`src/rtl/mux_serializer.sv`:
```
// Parallel-in / serial-out stage: captures a W-bit word plus invert flag and emits it
// LSB-first, with bit select, inversion and output gating built only from 2:1 muxes.

module mux2 (
    input  logic d0,
    input  logic d1,
    input  logic sel,
    output logic y
);
    assign y = sel ? d1 : d0;
endmodule

module mux_serializer #(
    parameter int W     = 8,
    parameter int IDX_W = (W > 1) ? $clog2(W) : 1
) (
    input  logic         clk,
    input  logic         rst,
    input  logic         up_valid,
    output logic         up_ready,
    input  logic [W-1:0] up_data,
    input  logic         up_invert,
    output logic         down_valid,
    input  logic         down_ready,
    output logic         down_bit,
    output logic         down_last,
    output logic         busy
);
    localparam int               N    = 1 << IDX_W;
    localparam logic [IDX_W-1:0] LAST = IDX_W'(W - 1);

    typedef enum logic {IDLE, SEND} state_t;

    typedef struct packed {
        logic [W-1:0] data;
        logic         inv;
    } word_t;

    state_t           state, state_n;
    logic [IDX_W-1:0] idx, idx_n;
    word_t            word, word_n;

    always_ff @(posedge clk) begin
        if (rst) begin
            state <= IDLE;
            idx   <= '0;
            word  <= '0;
        end else begin
            state <= state_n;
            idx   <= idx_n;
            word  <= word_n;
        end
    end

    always_comb begin
        state_n = state;
        idx_n   = idx;
        word_n  = word;
        case (state)
            IDLE: begin
                if (up_valid && up_ready) begin
                    word_n.data = up_data;
                    word_n.inv  = up_invert;
                    idx_n       = '0;
                    state_n     = SEND;
                end
            end
            SEND: begin
                if (down_ready) begin
                    if (idx == LAST) begin
                        idx_n   = '0;
                        state_n = IDLE;
                    end else begin
                        idx_n = idx + IDX_W'(1);
                    end
                end
            end
            default: state_n = IDLE;
        endcase
    end

    // rst is the only input allowed to reach an output combinationally.
    assign up_ready   = (state == IDLE) && !rst;
    assign down_valid = (state == SEND);
    assign busy       = (state == SEND);
    assign down_last  = down_valid && (idx == LAST);

    // Heap-ordered select tree: node k sits at depth clog2(k+1)-1 and is steered by
    // the idx bit of matching weight (root uses the MSB). Leaves past W read as 0.
    logic [2*N-1:1] node;

    for (genvar i = 0; i < N; i++) begin : g_leaf
        if (i < W) begin : g_data
            assign node[N+i] = word.data[i];
        end else begin : g_pad
            assign node[N+i] = 1'b0;
        end
    end

    for (genvar k = 1; k < N; k++) begin : g_node
        localparam int D = $clog2(k + 1) - 1;
        mux2 u_mux (
            .d0 (node[2*k]),
            .d1 (node[2*k+1]),
            .sel(idx[IDX_W-1-D]),
            .y  (node[k])
        );
    end

    logic sel_bit, inv_bit, pol_bit;
    assign sel_bit = node[1];

    mux2 u_not  (.d0(1'b1),    .d1(1'b0),    .sel(sel_bit),    .y(inv_bit));
    mux2 u_pol  (.d0(sel_bit), .d1(inv_bit), .sel(word.inv),   .y(pol_bit));
    mux2 u_gate (.d0(1'b0),    .d1(pol_bit), .sel(down_valid), .y(down_bit));

endmodule

```
`config.mk`:
```
export PLATFORM = sky130hd
export DESIGN_NAME = mux_serializer
export DESIGN_NICKNAME = d
export VERILOG_FILES = /design/src/rtl/mux_serializer.sv
export SDC_FILE = /design/constraint.sdc
export NUM_CORES = 1
export LEC_CHECK = 0
export CORE_MARGIN = 5
export CORE_UTILIZATION = 52
export DETAILED_ROUTE_END_ITERATION = 16
export HOLD_SLACK_MARGIN = 0.08
export PLACE_DENSITY = 0.86
export SYNTH_ARGS = -nofsm -noshare
export SYNTH_HDL_FRONTEND = slang
export SYNTH_HIERARCHICAL = 1
export SYNTH_SLANG_ARGS = --single-unit
export TNS_END_PERCENT = 5
```
`constraint.sdc`:
```
create_clock -name clk -period 6.45 [get_ports clk]
set_input_delay 1.29 -clock clk [delete_from_list [all_inputs] [get_ports clk]]
set_output_delay 1.29 -clock clk [all_outputs]
set_load 0.01 [all_outputs]
```
=== After elaboration in Yosys (flattened, before gate mapping) ===
Cells that the tools add are included.

* Output and inout bits: 5
* Flip-flop bits (word level): 13
* Logic and storage cells: 33
* Input port bits: 13

* Equal/unequal tests: 3
* Reduce and logical (&&, ||, !) cells: 6
* Bitwise operators: 1
* Multiplexer cells: 18
* Add/sub/neg operators: 1

{| class="wikitable"
|+ Operators with widths
! operator !! count
|-
| 1-bit two-way mux || 13
|-
| 3-bit two-way mux || 3
|-
| 3-bit case mux with 2 select lines || 1
|-
| 2-bit inequality test (second input constant) || 2
|-
| 2-bit AND reduction || 2
|-
| 3-bit by 1-bit adder with 3-bit output (second input constant) || 1
|-
| 3-bit == test (second input constant) || 1
|-
| 1-bit logical AND || 3
|-
| 1-bit case mux with 2 select lines || 1
|-
| 1-bit zero test || 1
|-
| 1-bit NOT || 1
|}

=== Logic depth before layout (Yosys ltp) ===
* Depth after elaboration: 6
* Depth in mapped cells: 6
* Mapped depth without buffers: 6

=== Hierarchy ===
The synthesis kept the hierarchy.

{| class="wikitable"
|+ Modules (own cells, without submodules)
! module !! cells each !! instances !! area each (µm²) !! seq. area each (µm²)
|-
| mux_serializer || 55 || 1 || 646.9 || 260.2
|-
| mux2 || 1 || 10 || 15.0 || 0.0
|}

=== Worst setup path after synthesis ===
Ideal clock, no wire load.

* Kind: register -> output
* Start: register idx[0]
* End: output port down_bit
* Stages on the path, launching flop included: 6
* Arrival: 1841 ps
* Buffers on the path: 0
* Slack: 3319 ps
* Cells stage by stage: dfxtp_1 mux2_4 mux2_4 mux2_4 mux2_4 mux2_4

* Cells in the longest elaborated chain, start to end: 6
* Elaborated cells between the ends (all ways): 10
* Those cells by class: mux: 10

{| class="wikitable"
|+ Ends and longest elaborated chain
! item !! RTL line !! RTL
|-
| start: declaration || 40 || <nowiki>logic [IDX_W-1:0] idx, idx_n;</nowiki>
|-
| start signal: assignment || 50 || <nowiki>idx <= idx_n;</nowiki>
|-
| 1-bit two-way mux * || 10 || <nowiki>assign y = sel ? d1 : d0;</nowiki>
|-
| via node (one bit) || 90 || <nowiki>logic [2*N-1:1] node;</nowiki>
|-
| 1-bit two-way mux * || 10 ||
|-
| via node (one bit) || 90 ||
|-
| 1-bit two-way mux * || 10 ||
|-
| via node (one bit) || 90 ||
|-
| 1-bit two-way mux || 10 ||
|-
| 1-bit two-way mux * || 10 ||
|-
| via pol_bit || 110 || <nowiki>logic sel_bit, inv_bit, pol_bit;</nowiki>
|-
| 1-bit two-way mux * || 10 ||
|-
| end: declaration || 25 || <nowiki>output logic down_bit,</nowiki>
|}

The timed path passes the listed nets; every way through them passes the cells marked *.

=== Final worst setup path ===
* Start: input port rst
* End: output port up_ready

* Cells in the longest elaborated chain, start to end: 2

{| class="wikitable"
|+ Ends and longest elaborated chain
! item !! RTL line !! RTL
|-
| start: declaration || 18 || <nowiki>input logic rst,</nowiki>
|-
| 1-bit zero test || 83 || <nowiki>assign up_ready = (state == IDLE) && !rst;</nowiki>
|-
| 1-bit logical AND || 83 ||
|-
| end: declaration || 20 || <nowiki>output logic up_ready,</nowiki>
|}

No other way between the ends.

==> impl_metrics.env <==
export IMPL_viasPerCell=5.222
export IMPL_crit_arrival_ns=2.71
export IMPL_slew_headroom_pct=30.45
export IMPL_path_cells="clkdlybuf4s50_1, nor2_1, clkdlybuf4s50_1"
export IMPL_worstHoldPathCells=2
export IMPL_dieWidth_um=49.15
export IMPL_multi_input_comb_area_um2=503.0
export IMPL_critPathSlowestCell="clkdlybuf4s50_1"
export IMPL_power_uw=178.8
export IMPL_die_y_um=49.15
export IMPL_synth_xor_area_share_pct=0
export IMPL_ir_drop_mv=0.1174
export IMPL_wl_met2_um=640
export IMPL_grt_pass1_vias=528
export IMPL_synthAdderAreaFrac_pct=3.140
export IMPL_final_util_pct=66.67
export IMPL_hold_viol=0
export IMPL_routedLengthMet1_um=567
export IMPL_wl_met3_um=88
export IMPL_cts_resized=0
export IMPL_crit_top_cell="clkdlybuf4s50_1"
export IMPL_final_antenna_net_count=0
export IMPL_htree_num_levels=1
export IMPL_firstDrtPassIters=2
export IMPL_grt_max_degree=19
export IMPL_cts_root_buf="clkbuf_4"
export IMPL_initial_core_util_pct=54.17
export IMPL_nFillCells=124
export IMPL_grt_pass1_wl_mm=2.097
export IMPL_via_count=517
export IMPL_fmax_mhz=249.8
export IMPL_synth_top_family_by_area="multiplexers"
export IMPL_setup_tns_ns=0
export IMPL_synthSimpleGateAreaFrac_pct=17.90
export IMPL_row_count=14
export IMPL_grt_usage_pct=10.97
export IMPL_numCtsBuffers=3
export IMPL_critPathLaunchType="primary input"
export IMPL_cp_data_required_time_ns=5.16
export IMPL_top_layer_used="met3"
export IMPL_remaining_drc_errors=0
export IMPL_ys_ff_latch=13
export IMPL_drv_slew=0
export IMPL_syn_instance_count=65
export IMPL_synth_area_mux_share_pct=37.21
export IMPL_p_per_area_nw_per_um2=182.3
export IMPL_grt_antenna_before_repair=0
export IMPL_holdPathEnd="idx[2]"
export IMPL_layout_drive_gt1_share_pct=31.33
export IMPL_layout_cells_non_filler=99
export IMPL_setup_viol=0
export IMPL_hold_path_startpoint="idx[2]"
export IMPL_worstMarginPinSlew_ns=1.039
export IMPL_nets=99
export IMPL_r2r_start="busy"
export IMPL_path_class="in -> out"
export IMPL_hold_class="reg -> reg"
export IMPL_yosysUniqueCellTypes=20
export IMPL_rsz0062_at_grt="no"
export IMPL_leakage_nw=0.4186
export IMPL_slowest_delay_ns=0.68
export IMPL_synth_ff_type="dfxtp_1"
export IMPL_clkTransAtPathRegs_ns=0.09
export IMPL_rr_endpoint="node[11]"
export IMPL_dp_hpwl_um=990.9
export IMPL_dieArea_um2=2416
export IMPL_area_growth_pct=23.08
export IMPL_gr_total_overflow=0
export IMPL_yosysWarningCount=6
export IMPL_cts_tree="built"
export IMPL_r2r_slack_ns=4.66
export IMPL_io_buffers=17
export IMPL_fin_crit_sh_pct=62.05
export IMPL_hold_buffers=0
export IMPL_synth_compound_area_share_pct=3.454
export IMPL_worstSetupEndpointType="primary output"
export IMPL_cts_setup_buffers=0
export IMPL_ys_seq_area_share_pct=32.65
export IMPL_seq_area_um2=260.3
export IMPL_core_um2=1471
export IMPL_syn_cell_area_um2=797.0
export IMPL_drv_cap=0
export IMPL_gp_congestion=0.6917
export IMPL_clock_path_buffers=2
export IMPL_cts_sinks=13
export IMPL_status="finished clean"
export IMPL_wl_mm=1.296
export IMPL_worstSkewPairLatency_ns=0.27
export IMPL_antenna_diode_count=0
export IMPL_skew_ns=0.006827
export IMPL_layout_min_cycle_time_ns=4.003
export IMPL_pin_count=18
export IMPL_detailedRoute_firstIterationViolations=2
export IMPL_avgSynthCellArea_um2=12.26
export IMPL_rr_worst_depth=2
export IMPL_synthArstFlopShare_pct=0
export IMPL_synth_edf_count=0
export IMPL_routedWlPerCell_um=13.09
export IMPL_place_inst=95
export IMPL_crit_fanout=18
worst max path at each step:
stage / end / depth (start not counted) / slack [ns] / from
after floorplan: down_bit / 5 / 3.32 / idx[0]
after global placement: up_ready / 3 / 2.46 / rst
after detailed placement: up_ready / 3 / 2.44 / rst
after CTS: down_bit / 6 / 2.44 / idx[0]
after global routing: up_ready / 3 / 2.33 / rst
final: up_ready / 3 / 2.45 / rst
power breakdown:
part | switching [mW] | internal, mW
sequential | 0.00448 | 0.0851
combinational | 0.0109 | 0.0277
clock | 0.0277 | 0.0230
cell usage after synthesis, types with 2 or more instances:
master	instances	area (µm²)
buf_4	2	15.01
dfxtp_1	13	260.3
nand4b_1	2	17.52
ha_1	2	25.02
nand2b_1	3	18.77
nor2_1	2	7.510
mux2_4	19	285.3
and2b_1	4	30.03
buf_6	2	22.52
conb_1	2	7.510
nor2b_1	5	31.28
placed cells by master, fill, tap and decap left out:
| cell type | Yosys | routed |
|---|---|---|
| nor2b_1 | 5 | 5 |
| nand4bb_1 | 1 | 1 |
| and2_2 | 1 | 1 |
| a211oi_1 | 1 | 1 |
| nor3b_2 | 1 | 1 |
| ha_1 | 2 | 2 |
| nor2_1 | 2 | 2 |
| and2_1 | 1 | 1 |
| clkdlybuf4s50_1 | 0 | 17 |
| nand2b_1 | 3 | 3 |
| o32ai_1 | 1 | 1 |
| conb_1 | 2 | 3 |
| nand4b_1 | 2 | 2 |
| and2b_1 | 4 | 4 |
| mux2_4 | 19 | 19 |
| clkinv_2 | 0 | 1 |
| dfxtp_1 | 13 | 13 |
| mux2_2 | 1 | 1 |
| o21ai_0 | 1 | 1 |
| clkbuf_4 | 0 | 3 |
| o22ai_1 | 1 | 1 |
stage by stage:
step | hold WS (ns) | cell area (µm²) | setup slack, ns
floorplan | 0.4811 | 800.8 | 3.319
global placement | 0.5033 | 953.4 | 2.458
detailed placement | 0.5411 | 953.4 | 2.445
CTS | 0.5375 | 980.9 | 2.436
global route | 0.5579 | 980.9 | 2.330
finish | 0.5376 | 980.9 | 2.447
critical path: cells and delay by family:
family | cells | cell delay (ns)
buf+inv | 2 | 1.23
simple gates | 1 | 0.19
flip-flops by register name, summed over array words and instances, names as in the netlist:
register and cells:
busy 1, idx 3, node 8, word 1
layout make-up:
cell class | instances | share of cell area [%]
sequential | 13 | 26.53
timing repair buffer | 17 | 17.35
tap | 16 | 2.041
clock buffer | 3 | 2.296
clock inverter | 1 | 0.5102
multi-input combinational | 49 | 51.28
layer usage:
metal  vias to the layer above  global-route usage, %
met5                         -                      0
met4                         0                  4.036
met3                         0                  3.976
met2                        13                  18.67
met1                       245                  12.29
li1                        259                      -
logic make-up after synthesis:
group                    Yosys count
multiplexers                      20
buffers and inverters              4
adder cells (fa/ha/maj)            2
other                              2
flip-flops                        13
AND/OR/NAND/NOR                   20
AO/OA/AOI/OAI                      4
Note: power is estimated with default switching activity, not from simulation.
